`src/rtl/uart_mmio_pkg.sv`:
```
// Shared definitions for the uart_mmio register bridge: register map,
// STATUS/CTRL bit positions and the RX/TX sequencer state encodings.
package uart_mmio_pkg;

  localparam logic [1:0] ADDR_DATA   = 2'd0;
  localparam logic [1:0] ADDR_STATUS = 2'd1;
  localparam logic [1:0] ADDR_CTRL   = 2'd2;

  localparam int ST_RX_VALID   = 0;
  localparam int ST_TX_READY   = 1;
  localparam int ST_TX_OVR     = 2;
  localparam int ST_TX_DRAINED = 3;
  localparam int ST_RXFL       = 4;

  localparam int CTRL_OVR_CLR = 0;
  localparam int CTRL_RX_IE   = 1;
  localparam int CTRL_TX_IE   = 2;

  typedef enum logic [1:0] {
    R_IDLE,
    R_FETCH,
    R_CAPTURE,
    R_GAP
  } rx_state_t;

  typedef enum logic [1:0] {
    T_IDLE,
    T_PUSH,
    T_GUARD
  } tx_state_t;

endpackage

```
`src/rtl/uart_rx_prefetch.sv`:
```
// RX prefetch engine: pops one byte from the UART RX FIFO into a one-byte
// holding register whenever it is empty, then idles to let stale rxmt settle.
module uart_rx_prefetch
  import uart_mmio_pkg::*;
#(
  parameter int RX_FETCH_GAP = 1
) (
  input  logic       clk,
  input  logic       rst,
  input  logic       pop,
  input  logic       rxmt,
  input  logic [7:0] q,
  output logic       rd,
  output logic [7:0] hold,
  output logic       valid
);

  rx_state_t  state, next;
  logic [1:0] gap_cnt;
  logic       gap_done;

  assign gap_done = (gap_cnt == 2'(RX_FETCH_GAP - 1));

  always_comb begin
    next = state;
    case (state)
      R_IDLE:    if (!valid && !rxmt) next = R_FETCH;
      R_FETCH:   next = R_CAPTURE;
      R_CAPTURE: next = R_GAP;
      R_GAP:     if (gap_done) next = R_IDLE;
      default:   next = R_IDLE;
    endcase
  end

  // The FIFO samples rd on the falling edge, so q is stable one cycle later.
  always_ff @(posedge clk) begin
    if (rst) begin
      state   <= R_IDLE;
      gap_cnt <= '0;
      rd      <= 1'b0;
      hold    <= '0;
      valid   <= 1'b0;
    end else begin
      state   <= next;
      rd      <= (state == R_IDLE) && (next == R_FETCH);
      gap_cnt <= (state == R_GAP) ? gap_cnt + 2'd1 : 2'd0;
      if (state == R_CAPTURE) begin
        hold  <= q;
        valid <= 1'b1;
      end else if (pop) begin
        valid <= 1'b0;
      end
    end
  end

endmodule

```
`src/rtl/uart_mmio.sv`:
```
// CPU register window onto the JTAG UART FIFO port with one-byte TX/RX holding
// registers. Define UART_MMIO_IRQ_EN to build in the interrupt enables and irq_o.
module uart_mmio
  import uart_mmio_pkg::*;
#(
  parameter int RX_FETCH_GAP = 1
) (
  input  logic       clk_i,
  input  logic       rst_i,
  input  logic       cs_i,
  input  logic       we_i,
  input  logic [1:0] addr_i,
  input  logic [7:0] wdata_i,
  output logic [7:0] rdata_o,
  output logic       irq_o,
  output logic       uart_nwr_o,
  output logic [7:0] uart_data_o,
  output logic       uart_rd_o,
  input  logic [7:0] uart_data_i,
  input  logic       uart_txmt_i,
  input  logic       uart_txfl_i,
  input  logic       uart_rxmt_i,
  input  logic       uart_rxfl_i
);

  tx_state_t  tx_state, tx_next;
  logic [7:0] tx_hold;
  logic       tx_valid, tx_ovr;
  logic       rx_ie, tx_ie;
  logic [7:0] rx_hold;
  logic       rx_valid;
  logic       rd_access, data_wr, ctrl_wr, rx_pop, tx_go, tx_drained;
  logic [7:0] status, ctrl;

  assign rd_access  = cs_i && !we_i;
  assign data_wr    = cs_i && we_i && (addr_i == ADDR_DATA);
  assign ctrl_wr    = cs_i && we_i && (addr_i == ADDR_CTRL);
  assign rx_pop     = rd_access && (addr_i == ADDR_DATA) && rx_valid;
  assign tx_go      = (tx_state == T_IDLE) && tx_valid && !uart_txfl_i;
  assign tx_drained = !tx_valid && (tx_state == T_IDLE) && uart_txmt_i;

  uart_rx_prefetch #(.RX_FETCH_GAP(RX_FETCH_GAP)) u_rx (
    .clk   (clk_i),
    .rst   (rst_i),
    .pop   (rx_pop),
    .rxmt  (uart_rxmt_i),
    .q     (uart_data_i),
    .rd    (uart_rd_o),
    .hold  (rx_hold),
    .valid (rx_valid)
  );

  always_comb begin
    tx_next = tx_state;
    case (tx_state)
      T_IDLE:  if (tx_go) tx_next = T_PUSH;
      T_PUSH:  tx_next = T_GUARD;
      T_GUARD: tx_next = T_IDLE;
      default: tx_next = T_IDLE;
    endcase
  end

  always_ff @(posedge clk_i) begin
    if (rst_i) tx_state <= T_IDLE;
    else       tx_state <= tx_next;
  end

  // A write landing on the push cycle refills the just-emptied holding register.
  always_ff @(posedge clk_i) begin
    if (rst_i) begin
      tx_hold     <= '0;
      tx_valid    <= 1'b0;
      tx_ovr      <= 1'b0;
      uart_data_o <= '0;
      uart_nwr_o  <= 1'b1;
    end else begin
      uart_nwr_o <= !tx_go;
      if (tx_go) begin
        uart_data_o <= tx_hold;
        tx_valid    <= 1'b0;
      end
      if (data_wr) begin
        if (!tx_valid || tx_go) begin
          tx_hold  <= wdata_i;
          tx_valid <= 1'b1;
        end else begin
          tx_ovr <= 1'b1;
        end
      end
      if (ctrl_wr && wdata_i[CTRL_OVR_CLR]) tx_ovr <= 1'b0;
    end
  end

`ifdef UART_MMIO_IRQ_EN
  always_ff @(posedge clk_i) begin
    if (rst_i) begin
      rx_ie <= 1'b0;
      tx_ie <= 1'b0;
      irq_o <= 1'b0;
    end else begin
      if (ctrl_wr) begin
        rx_ie <= wdata_i[CTRL_RX_IE];
        tx_ie <= wdata_i[CTRL_TX_IE];
      end
      irq_o <= (rx_ie && rx_valid) || (tx_ie && !tx_valid);
    end
  end
`else
  assign rx_ie = 1'b0;
  assign tx_ie = 1'b0;
  assign irq_o = 1'b0;
`endif

  always_comb begin
    status                = '0;
    status[ST_RX_VALID]   = rx_valid;
    status[ST_TX_READY]   = !tx_valid;
    status[ST_TX_OVR]     = tx_ovr;
    status[ST_TX_DRAINED] = tx_drained;
    status[ST_RXFL]       = uart_rxfl_i;
    ctrl                  = '0;
    ctrl[CTRL_RX_IE]      = rx_ie;
    ctrl[CTRL_TX_IE]      = tx_ie;
  end

  always_ff @(posedge clk_i) begin
    if (rst_i) begin
      rdata_o <= '0;
    end else if (rd_access) begin
      case (addr_i)
        ADDR_DATA:   rdata_o <= rx_valid ? rx_hold : 8'h00;
        ADDR_STATUS: rdata_o <= status;
        ADDR_CTRL:   rdata_o <= ctrl;
        default:     rdata_o <= 8'h00;
      endcase
    end
  end

endmodule

```
`config.mk`:
```
export PLATFORM = sky130hd
export DESIGN_NAME = uart_mmio
export DESIGN_NICKNAME = d
export VERILOG_FILES = /design/src/rtl/uart_mmio_pkg.sv /design/src/rtl/uart_rx_prefetch.sv /design/src/rtl/uart_mmio.sv
export SDC_FILE = /design/constraint.sdc
export NUM_CORES = 1
export LEC_CHECK = 0
export ABC_CLOCK_PERIOD_IN_PS = 1600
export BUFFER_PORTS_ARGS = -buffer_cell sky130_fd_sc_hd__buf_2
export CAP_MARGIN = 15
export CORE_ASPECT_RATIO = 0.75
export CORE_UTILIZATION = 51
export DETAILED_ROUTE_END_ITERATION = 10
export GPL_ROUTABILITY_DRIVEN = 0
export PLACE_DENSITY = 0.89
export SLEW_MARGIN = 0
export SYNTH_ARGS = -nofsm -noshare
export SYNTH_HDL_FRONTEND = slang
export SYNTH_SLANG_ARGS = --single-unit
```
`constraint.sdc`:
```
create_clock -name clk_i -period 1.6 [get_ports clk_i]
set_clock_uncertainty 0.05 [all_clocks]
set_input_delay 0.24 -clock clk_i [delete_from_list [all_inputs] [get_ports clk_i]]
set_output_delay 0.24 -clock clk_i [all_outputs]
set_load 0.02 [all_outputs]
```
# After elaboration in Yosys (flattened, before gate mapping)
# Index checks and enable logic that the tools add are counted.
[word_totals]
register_bits = 43
inputBits = 26
word_cells = 64
[op_classes]
addsub = 1
n_eq_ne = 8
n_mux = 12
bitwise = 2
n_reduce_logical = 29
[op_table]
columns = ["operator", "n"]
rows = [
  ["$pmux 8 s2", 1],
  ["$logic_and 1x1->1", 13],
  ["$eq 2x1->1 const B", 4],
  ["$logic_not 2->1", 4],
  ["$mux 8", 1],
  ["$pmux 2 s4", 1],
  ["$eq 2x2->1 const B", 3],
  ["$logic_not 1->1", 6],
  ["$mux 2", 3],
  ["$mux 1", 5],
  ["$pmux 2 s2", 1],
  ["$reduce_and 2->1", 2],
  ["$reduce_or 2->1", 2],
  ["$add 2x1->2 const B", 1],
  ["$ne 2x2->1 const B", 1],
  ["$not 1->1", 2],
  ["$reduce_bool 2->1", 1],
  ["$logic_or 1x1->1", 1],
]

# Logic depth before layout (Yosys ltp)
[depth]
ltp_word = 6
depth_mapped = 5

# Cells and area by module
# A second synthesis with hierarchy kept.
[unflattened]
hier_cells = 192
hier_area_um2 = 1825.5
[by_module_without_submodules]
columns = ["mod", "n_inst", "cells_per_inst", "area_each_um2", "seq_area_each_um2"]
rows = [
  ["uart_mmio", 1, 133, 1232.4, 580.6],
  ["uart_rx_prefetch", 1, 59, 593.1, 280.3],
]

# Least setup slack after synthesis
# Ideal clock, no wire load.
[synth_path]
kind = "register to register"
startpoint = "register tx_state[0]"
endpoint = "register tx_hold[0]"
t_arrival_ps = 1185
required_ps = 1478
path_slack_ps = 293
stages_incl_launch_ff = 5
path_buffers = 1
period_less_slack_ps = 1307
path_cell_list = "dfxtp_1 o31a_1 and4b_1 buf_6 mux2i_1"
[synth_via]
elab_chain_len = 5
[synth_rtl]
columns = ["element", "line", "text"]
rows = [
  ["start, declared", "uart_mmio.sv:26", "tx_state_t tx_state, tx_next;"],
  ["start signal, assigned", "uart_mmio.sv:65", "else tx_state <= tx_next;"],
  ["$logic_not 2->1", "uart_mmio.sv:39", "assign tx_go = (tx_state == T_IDLE) && tx_valid && !uart_txfl_i;"],
  ["$logic_and 1x1->1 (2 in series)", "uart_mmio.sv:39", ""],
  ["$logic_or 1x1->1", "uart_mmio.sv:83", "if (!tx_valid || tx_go) begin"],
  ["$reduce_and 2->1 (no source line)", "n/a", ""],
  ["end signal, assigned", "uart_mmio.sv:84", "tx_hold <= wdata_i;"],
  ["end, declared", "uart_mmio.sv:27", "logic [7:0] tx_hold;"],
]
# Every way passes these cells.
# A chain may end at the register's enable or synchronous reset.

# Worst setup path after layout
[layout_path]
startpoint = "register tx_state[0]"
endpoint = "register uart_data_o[6]"
[layout_via]
elab_chain_len = 3
[layout_rtl]
columns = ["element", "line", "text"]
rows = [
  ["$logic_not 2->1", "uart_mmio.sv:39", ""],
  ["$logic_and 1x1->1 (2 in series)", "uart_mmio.sv:39", ""],
  ["end signal, assigned", "uart_mmio.sv:79", "uart_data_o <= tx_hold;"],
  ["end, declared", "uart_mmio.sv:17", "output logic [7:0] uart_data_o,"],
]
# Every way passes these cells.

==> results.cfg <==
[clock_network]
ctsHoldBuffers = 0
numCtsBuffers = 5
cts_tree = done
cts-root-buf = clkbuf_8
clock_path_buffers = 2
cts-resized-gates = 0
clk_latency_ps = 290
htreeDepth = 2
cts_setup_buffers = 0
clk_pin_slew_ps = 80
cts.sinks = 43

[power_and_ir_drop]
peakVddDrop_v = 0.0007196
p_leak_nw = 0.8291
p_per_area_mw_per_mm2 = 972.0
pwr-share-comb = 0.101
p_sw_frac = 0.2439
p_int_mw = 1.507
p_clk_frac = 0.325
power.share.sequential = 0.574
p_sw_mw = 0.4862

[floorplan]
die_area_mm2 = 0.003576
design.core.area_mm2 = 0.003063
io_pins = 45
placementRows = 17
die_w_um = 68.73
initial_core_util = 0.5560
die_h_um = 52.04

[placed_design]
dpl.hpwl_um = 2488
preCtsSetupSlack_ps = 111.9
io_buffer_count = 43

[critical_path]
regToRegStartpoint = tx_state[0]$_SDFFE_PP0P_
crit_fanout = 9
setup.worst_path.start = tx_state[0]$_SDFFE_PP0P_
reg2reg_depth = 3
critPathLaunchType = flop
crit_arrival_ps = 1640
worst_ep_required_time_ps = 1710
path_class = flop to flop
worstReg2RegEnd = uart_data_o[6]$_SDFFE_PP0P_
cp-endpoint = uart_data_o[6]$_SDFFE_PP0P_
cp-end-kind = flop
r2r_slack_ps = 70

[timing]
finalSetupViolCount = 0
period_needed_ps = 1532
maxSlewViolCount = 0
rsz0062_at_grt = false
layout_worst_path_cycle_share = 0.9577
layout_setup_ws_ps = 67.61
holdWs_ps = 135.0
clock.fmax_ghz = 0.6526
hold_viol_final = 0
fin_setup_tns_ps = 0

[logic_synthesis]
synth_edf_count = 0
syn_area_mm2 = 0.001703
yosysWarnings = 0
syn_inst = 191
syn_area_per_cell_um2 = 8.916
synth-seq-cells = 43
yosys.cell_types.count = 36
ys_async_sr_fraction = 0
synth_top_flop_cell = dfxtp_1
synth_nets = 218
ys_seq_area_frac = 0.5055

[route]
drt_iter0_drc = 51
num_vias = 1420
drtAntennaViolNets = 0
vias_per_cell = 5.201
wl_per_cell_um = 12.59
drtPass1Iterations = 4
routed_wirelength_um = 3438
drcViolationCount = 0

[layout]
nNetsFinal = 261
utilization = 0.6695
fillers = 252
diodes = 0
layout_common_cells = buf_2 (43), dfxtp_1 (43), nand2_1 (38)
layout-drive-gt1-share = 0.2383
syn_to_final_growth_pct = 20.43

[hold_path]
hp-class = input port to flop

[grt]
antenna_found_initial = 0
grt_pass1_vias = 1257
grt_start_max_net_pins = 28
track_usage = 0.2152
grt_overflow = 0
grt_pass1_wl_um = 5520

[run]
cap_violations = 0

[run_status]
outcome = finished, final reports clean
## Yosys cell counts, types with 2 or more instances
library cell,number,area [um2]
nand3_1,6,30.03
nand2b_1,18,112.6
buf_2,2,10.01
mux2i_1,8,80.08
nor3b_1,3,22.52
nand2_1,38,142.6
inv_1,5,18.77
a32oi_1,4,35.03
nor2b_1,4,25.02
nor2_1,8,30.03
a31oi_1,4,25.02
dfxtp_1,43,860.8
and3_1,2,12.51
clkbuf_1,7,26.28
a21oi_1,18,90.09
## cells by family (layout without fill, tap and decap cells)
family | count (synthesis) | after routing | share of synthesized area
adders and majority gates | 1 | 1 | 0.007346
AOI/OAI and AO/OA | 33 | 33 | 0.1205
and+or+nand+nor | 88 | 88 | 0.2719
muxes | 8 | 8 | 0.04703
DFF | 43 | 43 | 0.5055
buffers and inverters | 17 | 61 | 0.04556
other | 1 | 1 | 0.002202
## layout make-up
class                      count  area [um2]  share of cell area
sequential                    43       860.8              0.4198
multi-input combinational    131       764.5              0.3728
timing repair buffer          48       277.8              0.1354
clock buffer                   7       76.32             0.03722
tap                           38       47.55             0.02318
inverter                       5       18.77            0.009152
clock inverter                 1       5.005            0.002441
## metrics by stage
step	area (um2)	total power [mW]	cells
after floorplan	1703	1.288	191
after global placement	1969	1.362	265
after detailed placement	1969	1.368	265
after CTS	2051	2.003	273
after global routing	2051	2.083	273
final	2051	1.993	273
## power by group through the flow
stage | clock network [mW] | logic (mW) | registers (mW)
floorplan | 0 | 0.124 | 1.16
global placement | 0 | 0.197 | 1.17
detailed placement | 0 | 0.201 | 1.17
CTS | 0.658 | 0.202 | 1.14
global route | 0.709 | 0.226 | 1.15
finish | 0.647 | 0.202 | 1.14
## worst max-delay path, cell delays in order (launching register included)
cell and delay, ps:
dfxtp_1 360, or4b_1 750, nand2_1 170, a21oi_1 80
## per-layer routing
layer,global-route usage,vias up,wire (um)
met3,0.06579,5,151
met5,0,-,0
met1,0.2778,648,1702
met4,0.07143,0,31
met2,0.3399,32,1551
li1,-,735,-
## worst min-delay path by stage
stage                               from                     endpoint  slack [ps]  cells past startpoint
4_1_cts                   uart_data_i[1]    u_rx.hold[1]$_SDFFE_PP0P_         130                      3
3_3_place_gp     tx_hold[5]$_SDFFE_PP0P_  uart_data_o[5]$_SDFFE_PP0P_         390                      2
6_report                  uart_data_i[4]    u_rx.hold[4]$_SDFFE_PP0P_         130                      3
3_5_place_dp   u_rx.hold[2]$_SDFFE_PP0P_    u_rx.hold[2]$_SDFFE_PP0P_         400                      2
5_1_grt                   uart_data_i[7]    u_rx.hold[7]$_SDFFE_PP0P_         140                      3
2_1_floorplan             uart_data_i[0]    u_rx.hold[0]$_SDFFE_PP0P_         330                      2
## sequential cells by signal (all words and copies together) (netlist names)
register      count
u_rx.gap_cnt      2
uart_data_o       8
u_rx.rd           1
tx_hold           8
u_rx.state        2
uart_nwr_o        1
rdata_o           8
u_rx.valid        1
tx_ovr            1
tx_state          2
u_rx.hold         8
tx_valid          1
(Power assumes the default switching activity.)
